<file path="src/rtl/dcc_cmd_scheduler_if.sv">
// Packet handshake between the DCC command scheduler (master) and the bit encoder (slave).
interface dcc_cmd_scheduler_if;
  logic        pkt_valid;
  logic        pkt_ready;
  logic [31:0] pkt_data;  // {addr, instr, data, err}
  logic        pkt_long;  // 1: data byte is sent, 0: data byte ignored

  modport master (
    output pkt_valid,
    output pkt_data,
    output pkt_long,
    input  pkt_ready
  );

  modport slave (
    input  pkt_valid,
    input  pkt_data,
    input  pkt_long,
    output pkt_ready
  );
endinterface

</file>
<file path="src/rtl/dcc_cmd_scheduler.sv">
// dcc_cmd_scheduler: round-robin walk of the DCC command memory. Each enabled slot becomes a
// packet with a computed error byte, repeated R+1 times. Idle packets fill empty sweeps.
// Optional feature macro: DCC_SCHED_ESTOP_EN (honour estop_i with broadcast stop packets).
module dcc_cmd_scheduler #(
  parameter int unsigned IDX_W = 10
) (
  input  logic                       pclk,
  input  logic                       presetn,
  input  logic                       enable_i,
  input  logic [IDX_W-1:0]           num_slots_i,
  input  logic                       estop_i,
  output logic [IDX_W-1:0]           cmd_index_o,
  input  logic [31:0]                cmd_word_i,
  dcc_cmd_scheduler_if.master        pkt_if,
  output logic                       busy_o
);

  localparam logic [31:0] IdlePkt = 32'hFF00_00FF;
  localparam logic [31:0] StopPkt = 32'h0041_0041;

  typedef enum logic [1:0] {StIdle, StFetch, StWait, StSend} state_e;

  state_e           state_q, state_d;
  logic [IDX_W-1:0] cur_q, cur_d;
  logic [IDX_W-1:0] sweep_q, sweep_d;
  logic [2:0]       rep_q, rep_d;
  logic [31:0]      data_q, data_d;
  logic             long_q, long_d;
  // Current payload is a substitute (idle/stop): the slot pointer is not advanced after it.
  logic             sub_q, sub_d;

  logic estop_act;
`ifdef DCC_SCHED_ESTOP_EN
  assign estop_act = estop_i;
  logic [2:0] unused_rsvd;
  assign unused_rsvd = cmd_word_i[26:24];
`else
  assign estop_act = 1'b0;
  logic [3:0] unused_in;
  assign unused_in = {estop_i, cmd_word_i[26:24]};
`endif

  // Field decode of the memory word and packet assembly.
  logic [7:0]  w_addr, w_instr, w_data;
  logic        w_long;
  logic [2:0]  w_rep;
  logic [31:0] w_pkt;
  assign w_long  = cmd_word_i[30];
  assign w_rep   = cmd_word_i[29:27];
  assign w_addr  = cmd_word_i[23:16];
  assign w_instr = cmd_word_i[15:8];
  assign w_data  = cmd_word_i[7:0];
  assign w_pkt   = {w_addr, w_instr, w_data, w_addr ^ w_instr ^ (w_long ? w_data : 8'h00)};

  // Widened arithmetic so num_slots_i == 0 wraps the pointer to 0 instead of overflowing.
  logic [IDX_W:0]   num_ext, cur_inc, sweep_inc;
  logic [IDX_W-1:0] next_slot;
  logic             num_zero;
  assign num_ext   = {1'b0, num_slots_i};
  assign cur_inc   = {1'b0, cur_q} + (IDX_W+1)'(1);
  assign sweep_inc = {1'b0, sweep_q} + (IDX_W+1)'(1);
  assign next_slot = (cur_inc >= num_ext) ? '0 : cur_inc[IDX_W-1:0];
  assign num_zero  = (num_slots_i == '0);

  assign cmd_index_o = cur_q;

  // State register.
  always_ff @(posedge pclk or negedge presetn) begin
    if (!presetn) begin
      state_q <= StIdle;
    end else begin
      state_q <= state_d;
    end
  end

  // Datapath registers: slot pointer, repeat and sweep counters, held payload.
  always_ff @(posedge pclk or negedge presetn) begin
    if (!presetn) begin
      cur_q   <= '0;
      sweep_q <= '0;
      rep_q   <= '0;
      data_q  <= '0;
      long_q  <= 1'b0;
      sub_q   <= 1'b0;
    end else begin
      cur_q   <= cur_d;
      sweep_q <= sweep_d;
      rep_q   <= rep_d;
      data_q  <= data_d;
      long_q  <= long_d;
      sub_q   <= sub_d;
    end
  end

  // Next-state and next-datapath decisions.
  always_comb begin
    state_d = state_q;
    cur_d   = cur_q;
    sweep_d = sweep_q;
    rep_d   = rep_q;
    data_d  = data_q;
    long_d  = long_q;
    sub_d   = sub_q;
    unique case (state_q)
      StIdle: begin
        if (estop_act) begin
          {data_d, long_d, sub_d, rep_d} = {StopPkt, 1'b0, 1'b1, 3'd0};
          state_d = StSend;
        end else if (enable_i && num_zero) begin
          {data_d, long_d, sub_d, rep_d} = {IdlePkt, 1'b0, 1'b1, 3'd0};
          state_d = StSend;
        end else if (enable_i) begin
          state_d = StFetch;
        end
      end
      StFetch, StWait: begin
        if (estop_act) begin
          {data_d, long_d, sub_d, rep_d} = {StopPkt, 1'b0, 1'b1, 3'd0};
          state_d = StSend;
        end else if (!enable_i) begin
          {cur_d, sweep_d, rep_d} = '0;
          state_d = StIdle;
        end else if (state_q == StFetch) begin
          state_d = StWait;
        end else if (cmd_word_i[31]) begin
          {data_d, long_d, sub_d, rep_d} = {w_pkt, w_long, 1'b0, w_rep};
          sweep_d = '0;
          state_d = StSend;
        end else begin
          cur_d = next_slot;
          if (sweep_inc >= num_ext) begin
            // A whole sweep found nothing to send: fill the track with one idle packet.
            {data_d, long_d, sub_d, rep_d} = {IdlePkt, 1'b0, 1'b1, 3'd0};
            sweep_d = '0;
            state_d = StSend;
          end else begin
            sweep_d = sweep_inc[IDX_W-1:0];
            state_d = StFetch;
          end
        end
      end
      StSend: begin
        // Payload is frozen until the encoder takes it.
        if (pkt_if.pkt_ready) begin
          if (estop_act) begin
            {data_d, long_d, sub_d, rep_d} = {StopPkt, 1'b0, 1'b1, 3'd0};
          end else if (!enable_i) begin
            {cur_d, sweep_d, rep_d} = '0;
            state_d = StIdle;
          end else if (sub_q) begin
            if (num_zero) begin
              {data_d, long_d, sub_d, rep_d} = {IdlePkt, 1'b0, 1'b1, 3'd0};
            end else begin
              state_d = StFetch;
            end
          end else if (rep_q != 3'd0) begin
            rep_d = rep_q - 3'd1;
          end else begin
            cur_d   = next_slot;
            state_d = StFetch;
          end
        end
      end
      default: state_d = StIdle;
    endcase
  end

  // Outputs decoded from state and held payload.
  always_comb begin
    pkt_if.pkt_valid = (state_q == StSend);
    pkt_if.pkt_data  = data_q;
    pkt_if.pkt_long  = long_q;
    busy_o           = (state_q != StIdle);
  end

endmodule
</file>
<file path="src/flat_wrapper.sv">
// flat-port wrapper written by rule: the top's interface ports become plain ports
module dcc_cmd_scheduler_flat 
#(
  parameter int unsigned IDX_W = 10
)
  (pclk, presetn, enable_i, num_slots_i, estop_i, cmd_index_o, cmd_word_i, busy_o, pkt_if_pkt_valid, pkt_if_pkt_data, pkt_if_pkt_long, pkt_if_pkt_ready);
  dcc_cmd_scheduler_if pkt_if_i ();
  input  logic pclk;
  input  logic presetn;
  input  logic enable_i;
  input  logic [IDX_W-1:0] num_slots_i;
  input  logic estop_i;
  output logic [IDX_W-1:0] cmd_index_o;
  input  logic [31:0] cmd_word_i;
  output logic busy_o;
  output wire logic [$bits(pkt_if_i.pkt_valid)-1:0] pkt_if_pkt_valid;
  output wire logic [$bits(pkt_if_i.pkt_data)-1:0] pkt_if_pkt_data;
  output wire logic [$bits(pkt_if_i.pkt_long)-1:0] pkt_if_pkt_long;
  input wire logic [$bits(pkt_if_i.pkt_ready)-1:0] pkt_if_pkt_ready;
  assign pkt_if_pkt_valid = pkt_if_i.pkt_valid;
  assign pkt_if_pkt_data = pkt_if_i.pkt_data;
  assign pkt_if_pkt_long = pkt_if_i.pkt_long;
  assign pkt_if_i.pkt_ready = pkt_if_pkt_ready;
  dcc_cmd_scheduler #(.IDX_W(IDX_W)) u_core (.pclk(pclk), .presetn(presetn), .enable_i(enable_i), .num_slots_i(num_slots_i), .estop_i(estop_i), .cmd_index_o(cmd_index_o), .cmd_word_i(cmd_word_i), .pkt_if(pkt_if_i), .busy_o(busy_o));
endmodule
</file>
<file path="config.mk">
export PLATFORM = sky130hd
export DESIGN_NAME = dcc_cmd_scheduler_flat
export DESIGN_NICKNAME = d
export VERILOG_FILES = /design/src/rtl/dcc_cmd_scheduler_if.sv /design/src/rtl/dcc_cmd_scheduler.sv /design/src/flat_wrapper.sv
export SDC_FILE = /design/constraint.sdc
export NUM_CORES = 1
export LEC_CHECK = 0
export ABC_AREA = 0
export BUFFER_PORTS_ARGS = -buffer_cell sky130_fd_sc_hd__buf_2
export CAP_MARGIN = 30
export CORE_AREA = 2 2 95 97
export DETAILED_ROUTE_END_ITERATION = 10
export DIE_AREA = 0 0 97 99
export GPL_TIMING_DRIVEN = 0
export PLACE_DENSITY = 0.75
export SKIP_LAST_GASP = 1
export SYNTH_ARGS = -nofsm -noshare
export SYNTH_HDL_FRONTEND = slang
export SYNTH_SLANG_ARGS = --single-unit
</file>
<file path="constraint.sdc">
create_clock -name pclk -period 4.2 [get_ports pclk]
set_input_delay 0.63 -clock pclk [delete_from_list [all_inputs] [get_ports pclk]]
set_output_delay 0.63 -clock pclk [all_outputs]
set_load 0.05 [all_outputs]
</file>
==> results of run 1 <==
[layout by cell type, fill, tap and decap left out, drive strengths merged, types with 2 or more instances in the layout]
cell      n
o211ai    4
a21o      4
a211oi    3
buf      90
nor3      2
o21ai    20
xnor2    27
mux2i    25
bufinv    2
clkinv    4
or3       2
nand3    13
o2bb2ai   2
a21oi    15
a22o     10
mux2     11
clkbuf   17
or4       2
dfrtp    59
nor2b     4
nor2     24
nand2b    7
a31oi     4
nand2    57
and3      7
inv      47
ha       27
xor2      3
o21bai    3
a211o     2
[final timing paths]
path	start	endpoint	cells past startpoint
max	u_core.sweep_q[0]	u_core.pkt_if.pkt_data[25]	13
min	presetn	u_core.cmd_index_o[1]	1
max reg2reg	u_core.sweep_q[0]	u_core.pkt_if.pkt_data[25]	13
min reg2reg	u_core.pkt_if.pkt_data[6]	u_core.pkt_if.pkt_data[6]	1
max in group asynchronous	presetn	u_core.sub_q	2
min in group pclk	u_core.pkt_if.pkt_data[6]	u_core.pkt_if.pkt_data[6]	1
[registers in the layout, summed over array words and instances (netlist names)]
signal / flops
u_core.pkt_if.pkt_data: 32
u_core.cmd_index_o: 10
u_core.sweep_q: 10
u_core.rep_q: 3
u_core.state_q: 2
u_core.pkt_if.pkt_long: 1
u_core.sub_q: 1
[cell families (layout without fill, tap and decap cells)]
logic type | after synthesis | count (layout)
adder cells (fa/ha/maj) | 27 | 27
flip-flops | 59 | 59
AO/OA/AOI/OAI | 75 | 75
buffers and inverters | 57 | 160
XOR/XNOR | 30 | 30
AND/OR/NAND/NOR | 123 | 123
multiplexers | 36 | 36
[power groups by stage]
stage	clock network, mW	logic, mW	registers [mW]
4_1_cts	0.601	1.41	0.796
5_1_grt	0.627	1.51	0.816
2_1_floorplan	0	0.704	1.16
3_3_place_gp	0	1.37	0.802
6_report	0.591	1.40	0.797
3_5_place_dp	0	1.41	0.807
[worst reg2reg max path, cell delays in order (launching register included)]
cell                       delay (ns)
sky130_fd_sc_hd__dfrtp_1         0.43
sky130_fd_sc_hd__ha_1            0.27
sky130_fd_sc_hd__and3_1          0.17
sky130_fd_sc_hd__clkbuf_1        0.22
sky130_fd_sc_hd__and3_1          0.20
sky130_fd_sc_hd__xor2_1          0.24
sky130_fd_sc_hd__ha_1            0.29
sky130_fd_sc_hd__a21o_1          0.18
sky130_fd_sc_hd__a211o_1         0.31
sky130_fd_sc_hd__a31oi_1         0.18
sky130_fd_sc_hd__o21ai_0         0.24
sky130_fd_sc_hd__o21ai_2         0.36
sky130_fd_sc_hd__buf_2           0.38
sky130_fd_sc_hd__mux2i_1         0.25
[cell type report]
type	instances	area, µm²
Fill cell	781	3970
Clock inverter	7	100
Timing Repair Buffer	87	450
Tap cell	108	135
Multi-Input combinational cell	291	2070
Buffer	11	51.3
Inverter	46	173
Clock buffer	9	124
Sequential cell	59	1480
[metrics by stage]
step | area (µm²) | hold slack, ns | power [mW] | cells | setup WS, ns
final | 4580 | 0.259 | 2.79 | 618 | 0.402
after global routing | 4580 | 0.301 | 2.95 | 618 | 0.130
after CTS | 4580 | 0.267 | 2.81 | 618 | 0.395
after detailed placement | 4360 | 0.489 | 2.21 | 602 | 0.428
after global placement | 4340 | 0.485 | 2.17 | 601 | 0.522
after floorplan | 3770 | 0.334 | 1.86 | 407 | 0.984
[routing by layer]
layer | vias to the layer above | track usage [%] | part of all wire, %
met3 | 23 | 3.55 | 4.2
met2 | 84 | 31.6 | 48
li1 | 1593 | - | -
met5 | - | 0 | 0
met4 | 0 | 8.67 | 2.9
met1 | 1503 | 23.6 | 45
==> metrics.log, run 1 <==
INFO  metric outcome = complete, no violations
INFO  metric rsz_0062_raised_after_global_routing = no
INFO  metric internal_power = approximately 1.5 mW
INFO  metric synth.cell_area = 0.00377 mm²
INFO  metric cts-buffers-inserted = 9
INFO  metric antenna_found_initial = 0
INFO  metric slew_headroom = between 30% and 40%
INFO  metric yosys_warnings = 0
INFO  metric gpl.final_weighted_congestion = around 0.91
INFO  metric cts-root-to-sink-buffers = 2
INFO  metric main_combinational_cell_family_by_area_after_synthesis = simple AND/OR/NAND/NOR gates
INFO  metric net-switching-power = about 1.3 mW
INFO  metric netlist.top_cell.by_area = sky130_fd_sc_hd__dfrtp_1
INFO  metric max_freq = between 200 and 300 MHz
INFO  metric part_of_the_yosys_area_used_for_sequential_elements = 39.1%
INFO  metric hpwl = 6810 µm
INFO  metric ys_seq_elements = 59
INFO  metric worst-r2r-setup-slack = 0.40 ns
INFO  metric drt_iter0_markers = roughly 110
INFO  metric portion_of_total_power_attributed_to_combinational_logic = 50.2%
INFO  metric drt_pass1_iterations = 4
INFO  metric synth_nets = 481
INFO  metric cp_data_required_time = between 4 and 5 ns
INFO  metric final_antenna_net_count = 0
INFO  metric cts_repair_resize_count = 0
INFO  metric crit_buf_inv = 2
INFO  metric syn_to_final_growth = 21.5%
INFO  metric routed-via-count = ~3200
INFO  metric htree_num_levels = 3
INFO  metric drt_drc_violations_left = 0
INFO  metric mux_contribution_to_synthesized_area = a little over a tenth
INFO  metric clock_power_share = about a fifth
INFO  metric ioPinCount = 92
INFO  metric cts_tree = yes
INFO  metric power_frac_seq = between 20% and 30%
INFO  metric grt_pass1_vias = between 3000 and 4000
INFO  metric compound_gate_fraction_of_synth_area = between 10% and 20%
INFO  metric synth-simple-area-share = 15.1%
INFO  metric route.final.wire_length = roughly 8800 µm
INFO  metric critical_path.max_stage_delay = approximately 0.43 ns
INFO  metric avgRoutedWirePerCell = approximately 14 µm
INFO  metric setup_crit_start_kind = flop
INFO  metric die_area = a little under 0.01 mm²
INFO  metric rows = 34
INFO  metric cts_hold_buffers_added = 0
INFO  metric cpLargestDelayFamily = compound AO/OA/AOI/OAI gates
INFO  metric synthFlopType = sky130_fd_sc_hd__dfrtp_1
INFO  metric slowest_stage = sky130_fd_sc_hd__dfrtp_1
INFO  metric clk-insertion-delay-late = ~0.34 ns
INFO  metric share_of_the_clock_period_used_by_the_worst_path = 90.4%
INFO  metric count_of_inserted_antenna_diode_cells = 0
INFO  metric critPathMaxFanout = 10
INFO  metric finish.net_count = approximately 580
INFO  metric avgViaCountPerCell = 5.18
INFO  metric ir_worst_vdd = approximately 0.0003 V
INFO  metric tightestPinTransition = 0.941 ns
INFO  metric synth_top_cells_by_area = sky130_fd_sc_hd__dfrtp_1 39%, sky130_fd_sc_hd__ha_1 9.0%, sky130_fd_sc_hd__mux2i_1 6.6%
INFO  metric synthCells = approximately 410
INFO  metric critical_path_arrival = 4.06 ns
INFO  metric ctsRootBufferMaster = sky130_fd_sc_hd__clkbuf_8
INFO  metric largest_net_degree_at_the_start_of_global_routing = 39
INFO  metric finalHoldViolations = 0
INFO  metric cp-end-kind = flop
INFO  metric core_area = ~0.0086 mm²
INFO  metric die_height = roughly 99 µm
INFO  metric final-setup-viol-count = 0
INFO  metric slew_violations = 0
INFO  metric synth_enable_flop_cells = 0
INFO  metric synthAdderAreaFrac = 8.95%
INFO  metric synthXorXnorAreaFrac = between 6 and 7%
INFO  metric wire_length_of_the_first_global_routing_pass = 14700 µm
INFO  metric initial_core_util = between 40% and 50%
INFO  metric setup-tns-final = 0 ns
INFO  metric chipWidth = between 90 and 100 µm
INFO  metric worstPathCellList = ha_1 -> and3_1 -> clkbuf_1 -> and3_1 -> xor2_1 -> ha_1 -> a21o_1 -> a211o_1 -> a31oi_1 -> o21ai_0 -> o21ai_2 -> buf_2 -> mux2i_1
INFO  metric post-cts-setup-buffers = 0
INFO  metric power.share.switching = a little under half
INFO  metric synth.top_cell.area_share = approximately two fifths
INFO  metric max-cap-violations = 0
INFO  metric timing.final.crit_period = around 3.8 ns
INFO  metric leakage = about 2.4 nW
INFO  metric async_set_or_reset_flop_fraction_in_the_synthesized_netlist = 100%
INFO  metric gr-usage-all-layers = 18.8%
INFO  metric min_path_type = input port to asynchronous set/reset pin
INFO  metric layout-drive-gt1-share = about a quarter
INFO  metric timing_worst_setup_path_type = flop to flop
INFO  metric port_buffers = 86
INFO  metric timing.clock.skew = between 0.009 and 0.01 ns
INFO  metric clock_slew_at_the_register_clock_pins_of_the_worst_setup_and_hold_paths = 0.08 ns
INFO  metric synthDistinctLibCells = 47
INFO  metric syn_avg_cell_area = between 9 and 10 µm²
INFO  metric tritoncts_sink_count = 59
INFO  metric power.density_cell_area = about 610 mW/mm²
INFO  metric post_synth_most_frequent_cells = 59 x sky130_fd_sc_hd__dfrtp_1, 57 x sky130_fd_sc_hd__nand2_1, 46 x sky130_fd_sc_hd__inv_1, 27 x sky130_fd_sc_hd__ha_1, 27 x sky130_fd_sc_hd__xnor2_1
INFO  metric yosysMostFrequentCell = sky130_fd_sc_hd__dfrtp_1
INFO  metric global_route.overflow_total = 0
INFO  metric fin_util = 53.6%
(Power assumes the default switching activity.)
==> run 2: changes to the inputs <==
--- a/config.mk
+++ b/config.mk
@@ -13,6 +13,7 @@
 export DIE_AREA = 0 0 97 99
 export GPL_TIMING_DRIVEN = 0
 export PLACE_DENSITY = 0.75
+export RECOVER_POWER = 50
 export SKIP_LAST_GASP = 1
 export SYNTH_ARGS = -nofsm -noshare
 export SYNTH_HDL_FRONTEND = slang
==> run 2 against run 1 <==
The run now ends with capacitance limit, slew limit left. Count of clock-buffer cells in the layout unchanged. Core utilization decreased by 0.53 points. Flip-flop and latch count unchanged. Power decreased by 0.59%. Via count increased by 0.94%. Worst setup slack improved by 0.0012 ns. Die area unchanged. Critical endpoint unchanged.
==> metrics.log, run 2 (synthesis gave the netlist of run 1 again) <==
INFO  metric global_route.overflow_total = 0
INFO  metric drt_pass1_iterations = 4
INFO  metric clock_slew_at_the_register_clock_pins_of_the_worst_setup_and_hold_paths = 0.08 ns
INFO  metric layout-drive-gt1-share = 19.4%
INFO  metric grt_pass1_vias = 3179
INFO  metric max_freq = around 260 MHz
INFO  metric routed-via-count = between 3000 and 4000
INFO  metric layout.cells.most_common = sky130_fd_sc_hd__buf_2
INFO  metric route.final.wire_length = 8790 µm
INFO  metric layout.filler_cells = 790
INFO  metric rsz_0062_raised_after_global_routing = no
INFO  metric cts-buffers-inserted = 9
INFO  metric critical_path.max_stage_delay = ~0.43 ns
INFO  metric slowest_stage = sky130_fd_sc_hd__dfrtp_1
INFO  metric post-cts-setup-buffers = 0
INFO  metric worst-r2r-setup-slack = 0.40 ns
INFO  metric htree_num_levels = 3
INFO  metric port_buffers = 86
INFO  metric placed_area = roughly 0.0044 mm²
INFO  metric drt_drc_violations_left = 0
INFO  metric timing.final.crit_period = ~3.8 ns
INFO  metric timing.reg2reg.worst_path_depth = 13
INFO  metric largest_net_degree_at_the_start_of_global_routing = 39
INFO  metric antenna_found_initial = 0
INFO  metric timing.clock.skew = around 0.0094 ns
INFO  metric share_of_the_clock_period_used_by_the_worst_path = about nine tenths
INFO  metric ctsRootBufferMaster = sky130_fd_sc_hd__clkbuf_8
INFO  metric final-setup-viol-count = 0
INFO  metric outcome = finished with violations
INFO  metric cpLargestDelayFamily = compound AO/OA/AOI/OAI gates
INFO  metric ir_worst_vdd = 0.000309 V
INFO  metric core_area = 0.00855 mm²
INFO  metric largest_register_ff_count = 32
INFO  metric cp_data_required_time = about 4.5 ns
INFO  metric finalHoldViolations = 0
INFO  metric setup-tns-final = 0 ns
INFO  metric die_area = just under 0.01 mm²
INFO  metric cts_tree = yes
INFO  metric gr-usage-all-layers = approximately a fifth
INFO  metric hpwl = slightly below 7000 µm
INFO  metric clk-insertion-delay-late = about 0.34 ns
INFO  metric cts_repair_resize_count = 0
INFO  metric count_of_inserted_antenna_diode_cells = 0
INFO  metric min_path_type = input port to asynchronous set/reset pin
INFO  metric violated_checks = capacitance limit, slew limit
INFO  metric drt_iter0_markers = about 120
INFO  metric crit_buf_inv = 2
INFO  metric syn_to_final_growth = 20.3%
INFO  metric most-common-layout-cells = 65 x sky130_fd_sc_hd__buf_2, 59 x sky130_fd_sc_hd__dfrtp_1, 57 x sky130_fd_sc_hd__nand2_1
INFO  metric tightestPinTransition = between 2 and 2.5 ns
INFO  metric final_antenna_net_count = 0
INFO  metric wire_length_of_the_first_global_routing_pass = between 10000 and 15000 µm
INFO  metric initial_core_util = 44.1%
INFO  metric layout.cell_area.non_filler = roughly 0.0045 mm²
INFO  metric leakage = around 2.4 nW
INFO  metric cp-end-kind = flop
INFO  metric setup_crit_start_kind = flop
INFO  metric timing_worst_setup_path_type = flop to flop
INFO  metric critPathMaxFanout = 10
INFO  metric chipWidth = approximately 97 µm
INFO  metric slew_headroom = -39.0%
INFO  metric max-cap-violations = 1
INFO  metric die_height = 99 µm
INFO  metric avgViaCountPerCell = ~5.2
INFO  metric gpl.final_weighted_congestion = 0.911
INFO  metric slew_violations = 39
INFO  metric cts-root-to-sink-buffers = 2
INFO  metric worstPathCellList = ha_1 -> and3_1 -> clkbuf_1 -> and3_1 -> xor2_1 -> ha_1 -> a21o_1 -> a211o_1 -> a31oi_1 -> o21ai_0 -> o21ai_2 -> buf_2 -> mux2i_1
INFO  metric finish.net_count = between 500 and 600
INFO  metric cts_hold_buffers_added = 0
INFO  metric avgRoutedWirePerCell = around 14 µm
INFO  metric rows = 34
INFO  metric tritoncts_sink_count = 59
INFO  metric ioPinCount = approximately 90
INFO  metric worst-path-stages = 13
INFO  metric critical_path_arrival = between 4 and 5 ns
INFO  metric power.density_cell_area = approximately 610 mW/mm²
==> run 2: cell types whose count changed in the layout (fill, tap and decap cells not counted) <==
cell / before / now
sky130_fd_sc_hd__clkbuf_1: 8 / 32
sky130_fd_sc_hd__buf_12: 1 / 0
sky130_fd_sc_hd__buf_2: 88 / 65
==> run 2: final timing paths <==
kind	endpoint	from
max in group asynchronous	u_core.sub_q	presetn
max	u_core.pkt_if.pkt_data[25]	u_core.sweep_q[0]
min in group pclk	u_core.pkt_if.pkt_data[0]	u_core.pkt_if.pkt_data[0]
min	u_core.cmd_index_o[1]	presetn
max reg2reg	u_core.pkt_if.pkt_data[25]	u_core.sweep_q[0]
min reg2reg	u_core.pkt_if.pkt_data[0]	u_core.pkt_if.pkt_data[0]
==> run 2: where the power goes <==
| group | total [mW] | internal [mW] | switching [mW] |
|---|---|---|---|
| clock network | 0.590 | 0.338 | 0.252 |
| logic | 1.38 | 0.425 | 0.957 |
| registers | 0.799 | 0.703 | 0.0962 |
==> run 2: layer usage <==
| layer | GRT usage (%) | vias to the layer above | wire length (µm) |
|---|---|---|---|
| li1 | - | 1591 | - |
| met1 | 23.6 | 1527 | 3910 |
| met2 | 31.6 | 93 | 4230 |
| met3 | 3.55 | 22 | 408 |
| met4 | 8.67 | 0 | 243 |
| met5 | 0 | - | 0 |
==> run 2: cell type report <==
class	instances	area, µm²	area share [%]
multi-input combinational	291	2070	45.7
sequential	59	1480	32.5
clock inverter	7	100	2.21
inverter	46	173	3.80
buffer	11	51.3	1.13
tap	108	135	2.98
timing repair buffer	87	405	8.93
clock buffer	9	124	2.73
==> run 2: stage by stage <==
step | cells | total power, mW | utilization, % | setup slack (ns) | hold slack [ns]
after floorplan | 407 | 1.86 | - | 0.984 | 0.334
after global placement | 601 | 2.17 | 50.7 | 0.522 | 0.485
after detailed placement | 602 | 2.21 | 51.0 | 0.428 | 0.489
after CTS | 618 | 2.81 | 53.6 | 0.395 | 0.267
after global routing | 618 | 2.93 | 53.1 | 0.130 | 0.529
final | 618 | 2.77 | 53.1 | 0.403 | 0.508
==> run 2: worst reg2reg max path: stages, from the launching register on <==
cell	delay, ns
sky130_fd_sc_hd__dfrtp_1	0.43
sky130_fd_sc_hd__ha_1	0.27
sky130_fd_sc_hd__and3_1	0.17
sky130_fd_sc_hd__clkbuf_1	0.22
sky130_fd_sc_hd__and3_1	0.20
sky130_fd_sc_hd__xor2_1	0.24
sky130_fd_sc_hd__ha_1	0.29
sky130_fd_sc_hd__a21o_1	0.18
sky130_fd_sc_hd__a211o_1	0.31
sky130_fd_sc_hd__a31oi_1	0.18
sky130_fd_sc_hd__o21ai_0	0.24
sky130_fd_sc_hd__o21ai_2	0.36
sky130_fd_sc_hd__buf_2	0.38
sky130_fd_sc_hd__mux2i_1	0.25
==> run 3: changes to the inputs <==
--- a/config.mk
+++ b/config.mk
@@ -8,9 +8,9 @@
 export ABC_AREA = 0
 export BUFFER_PORTS_ARGS = -buffer_cell sky130_fd_sc_hd__buf_2
 export CAP_MARGIN = 30
-export CORE_AREA = 2 2 95 97
+export CORE_AREA = 2 2 113 82
 export DETAILED_ROUTE_END_ITERATION = 10
-export DIE_AREA = 0 0 97 99
+export DIE_AREA = 0 0 115 84
 export GPL_TIMING_DRIVEN = 0
 export PLACE_DENSITY = 0.75
 export RECOVER_POWER = 50
==> run 3 against run 2 <==
The run still ends with capacitance limit, slew limit left. Register-to-register slack gained 0.04 ns. Power grew 5.7%. Count of clock-buffer cells in the layout is the same. Combinational power is essentially flat. Via count shrank 1.6%. Die area grew 0.59%. Cell count grew 0.32%. Global-route usage grew 0.75 points. Flip-flop and latch count is the same. Core utilization grew 0.10 points. Sequential share of layout area shrank 0.65 points.
==> metrics.log, run 3 (synthesis gave the netlist of run 1 again) <==
INFO  metric outcome = finished with violations
INFO  metric violated_checks = capacitance limit, slew limit
INFO  metric tritoncts_sink_count = 59
INFO  metric clock_slew_at_the_register_clock_pins_of_the_worst_setup_and_hold_paths = about 0.060 ns
INFO  metric grt_pass1_vias = around 3100
INFO  metric finalHoldViolations = 0
INFO  metric max_freq = ~270 MHz
INFO  metric power_frac_seq = a little over a quarter
INFO  metric layout-drive-gt1-share = about 20%
INFO  metric count_of_inserted_antenna_diode_cells = 0
INFO  metric die_area = just under 0.01 mm²
INFO  metric slew_violations = 40
INFO  metric rows = 29
INFO  metric ctsRootBufferMaster = sky130_fd_sc_hd__clkbuf_16
INFO  metric drt_drc_violations_left = 0
INFO  metric critical_path_arrival = roughly 4.0 ns
INFO  metric regToRegStartpoint = u_core.sweep_q[0]
INFO  metric final-setup-viol-count = 0
INFO  metric avgViaCountPerCell = 5.13
INFO  metric cp_data_required_time = ~4.4 ns
INFO  metric net-switching-power = between 1 and 1.5 mW
INFO  metric route.final.wire_length = 8950 µm
INFO  metric portion_of_total_power_attributed_to_combinational_logic = a little under half
INFO  metric most-common-layout-cells = 65 x sky130_fd_sc_hd__buf_2, 59 x sky130_fd_sc_hd__dfrtp_1, 57 x sky130_fd_sc_hd__nand2_1
INFO  metric hpwl = approximately 6800 µm
INFO  metric antenna_found_initial = 0
INFO  metric cts_hold_buffers_added = 0
INFO  metric seq_area = around 0.0015 mm²
INFO  metric largest_register_ff_count = 32
INFO  metric timing.clock.skew = approximately 0.007 ns
INFO  metric cts-root-to-sink-buffers = 2
INFO  metric ir_worst_vdd = approximately 0.00025 V
INFO  metric syn_to_final_growth = 22.7%
INFO  metric routed-via-count = between 3000 and 4000
INFO  metric chipWidth = between 100 and 150 µm
INFO  metric die_height = 84 µm
INFO  metric largest_net_degree_at_the_start_of_global_routing = 40
INFO  metric drt_pass1_iterations = 4
INFO  metric wire_length_of_the_first_global_routing_pass = roughly 15000 µm
INFO  metric power.density_cell_area = between 600 and 700 mW/mm²
INFO  metric finish.net_count = roughly 580
INFO  metric gpl.final_weighted_congestion = just over 0.8
INFO  metric cts_tree = yes
INFO  metric htree_num_levels = 3
INFO  metric hold_ws = ~0.5 ns
INFO  metric internal_power = between 1.5 and 2 mW
INFO  metric ioPinCount = just over 90
INFO  metric rsz_0062_raised_after_global_routing = no
INFO  metric multiInputGateArea = 0.00207 mm²
INFO  metric core_area = 0.00871 mm²
INFO  metric avgRoutedWirePerCell = 14.4 µm
INFO  metric setup_crit_start_kind = flop
INFO  metric placed_area = approximately 0.0044 mm²
INFO  metric leakage = roughly 2.4 nW
INFO  metric cp-end-kind = flop
INFO  metric port_buffers = 86
INFO  metric layout.filler_cells = around 800
INFO  metric clk-insertion-delay-late = approximately 0.32 ns
INFO  metric setup_crit_start = u_core.sweep_q[0]
INFO  metric power.share.switching = 45.4%
INFO  metric drt_iter0_markers = 93
INFO  metric layout.cells.most_common = sky130_fd_sc_hd__buf_2
INFO  metric critPathMaxFanout = 10
INFO  metric layout.cell_area.non_filler = approximately 0.0046 mm²
INFO  metric cts-buffers-inserted = 9
INFO  metric max-cap-violations = 1
INFO  metric gr-usage-all-layers = 19.6%
INFO  metric clock_power_share = 25.2%
INFO  metric tightestPinTransition = between 2 and 2.5 ns
INFO  metric timing_worst_setup_path_type = flop to flop
INFO  metric slew_headroom = -44.3%
INFO  metric initial_core_util = about 43%
INFO  metric share_of_the_clock_period_used_by_the_worst_path = 89.5%
INFO  metric setup-tns-final = 0 ns
INFO  metric final_antenna_net_count = 0
INFO  metric min_path_type = input port to asynchronous set/reset pin
INFO  metric global_route.overflow_total = 0
INFO  metric timing.final.crit_period = between 3 and 4 ns
-- run 3: cell count changes in the layout (fill, tap and decap cells not counted) --
cell / change
sky130_fd_sc_hd__clkbuf_16: +9
sky130_fd_sc_hd__clkbuf_8: -9
sky130_fd_sc_hd__buf_4: +2
sky130_fd_sc_hd__clkinv_4: -2
sky130_fd_sc_hd__clkinvlp_4: +2
sky130_fd_sc_hd__bufinv_16: -1
sky130_fd_sc_hd__inv_6: +1
-- run 3: power by group through the flow --
stage / Combinational [mW] / Clock (mW) / Sequential, mW
floorplan: 0.704 / 0 / 1.16
global placement: 1.37 / 0 / 0.799
detailed placement: 1.40 / 0 / 0.807
CTS: 1.41 / 0.754 / 0.798
global route: 1.51 / 0.777 / 0.822
finish: 1.39 / 0.738 / 0.801
-- run 3: metal layers --
layer / vias up / track usage [%] / share of wire [%]
met1: 1506 / 27.5 / 50
met2: 74 / 30.0 / 45
met5: - / 0 / 0
met3: 9 / 4.43 / 3.7
li1: 1593 / - / -
met4: 0 / 5.91 / 1.3
-- run 3: repair_timing --
action / 4_1_cts / 5_1_grt
endpoints found under the setup margin: 0 / 12
buffers inserted: 0 / 2
resized for setup: 0 / 0
endpoints found under the hold margin: 0 / 0
-- run 3: metrics by stage --
stage	instances	power, mW	worst slack (ns)	util, %
6_report	620	2.93	0.440	53.2
5_1_grt	620	3.11	0.0889	53.2
4_1_cts	618	2.96	0.323	53.5
3_5_place_dp	602	2.21	0.370	50.1
3_3_place_gp	601	2.17	0.481	49.8
2_1_floorplan	407	1.86	0.984	-
-- run 3: worst max-delay path: stages, from the launching register on --
cell                       delay [ns]
sky130_fd_sc_hd__dfrtp_1         0.43
sky130_fd_sc_hd__ha_1            0.25
sky130_fd_sc_hd__and3_1          0.17
sky130_fd_sc_hd__clkbuf_1        0.24
sky130_fd_sc_hd__and3_1          0.21
sky130_fd_sc_hd__xor2_1          0.26
sky130_fd_sc_hd__ha_1            0.30
sky130_fd_sc_hd__a21o_1          0.18
sky130_fd_sc_hd__a211o_1         0.30
sky130_fd_sc_hd__a31oi_1         0.18
sky130_fd_sc_hd__o21ai_0         0.22
sky130_fd_sc_hd__o21ai_2         0.18
sky130_fd_sc_hd__buf_4           0.17
sky130_fd_sc_hd__buf_2           0.32
sky130_fd_sc_hd__mux2i_1         0.25
-- run 3: area by class of cell --
type	instances	area share, %
Buffer	11	1.11
Clock buffer	9	4.86
Clock inverter	7	1.65
Inverter	46	3.73
Multi-Input combinational cell	291	44.8
Sequential cell	59	31.9
Tap cell	108	2.92
Timing Repair Buffer	89	9.08
-- run 3: worst paths after layout --
kind | to | slack [ns] | depth (start not counted)
worst min register to register | u_core.pkt_if.pkt_data[6] | 0.51 | 1
min in group pclk | u_core.pkt_if.pkt_data[6] | 0.51 | 1
worst max register to register | u_core.pkt_if.pkt_data[30] | 0.44 | 14
worst max-delay path | u_core.pkt_if.pkt_data[30] | 0.44 | 14
worst min-delay path | u_core.cmd_index_o[1] | 0.50 | 1
max in group asynchronous | u_core.sub_q | 1.11 | 2
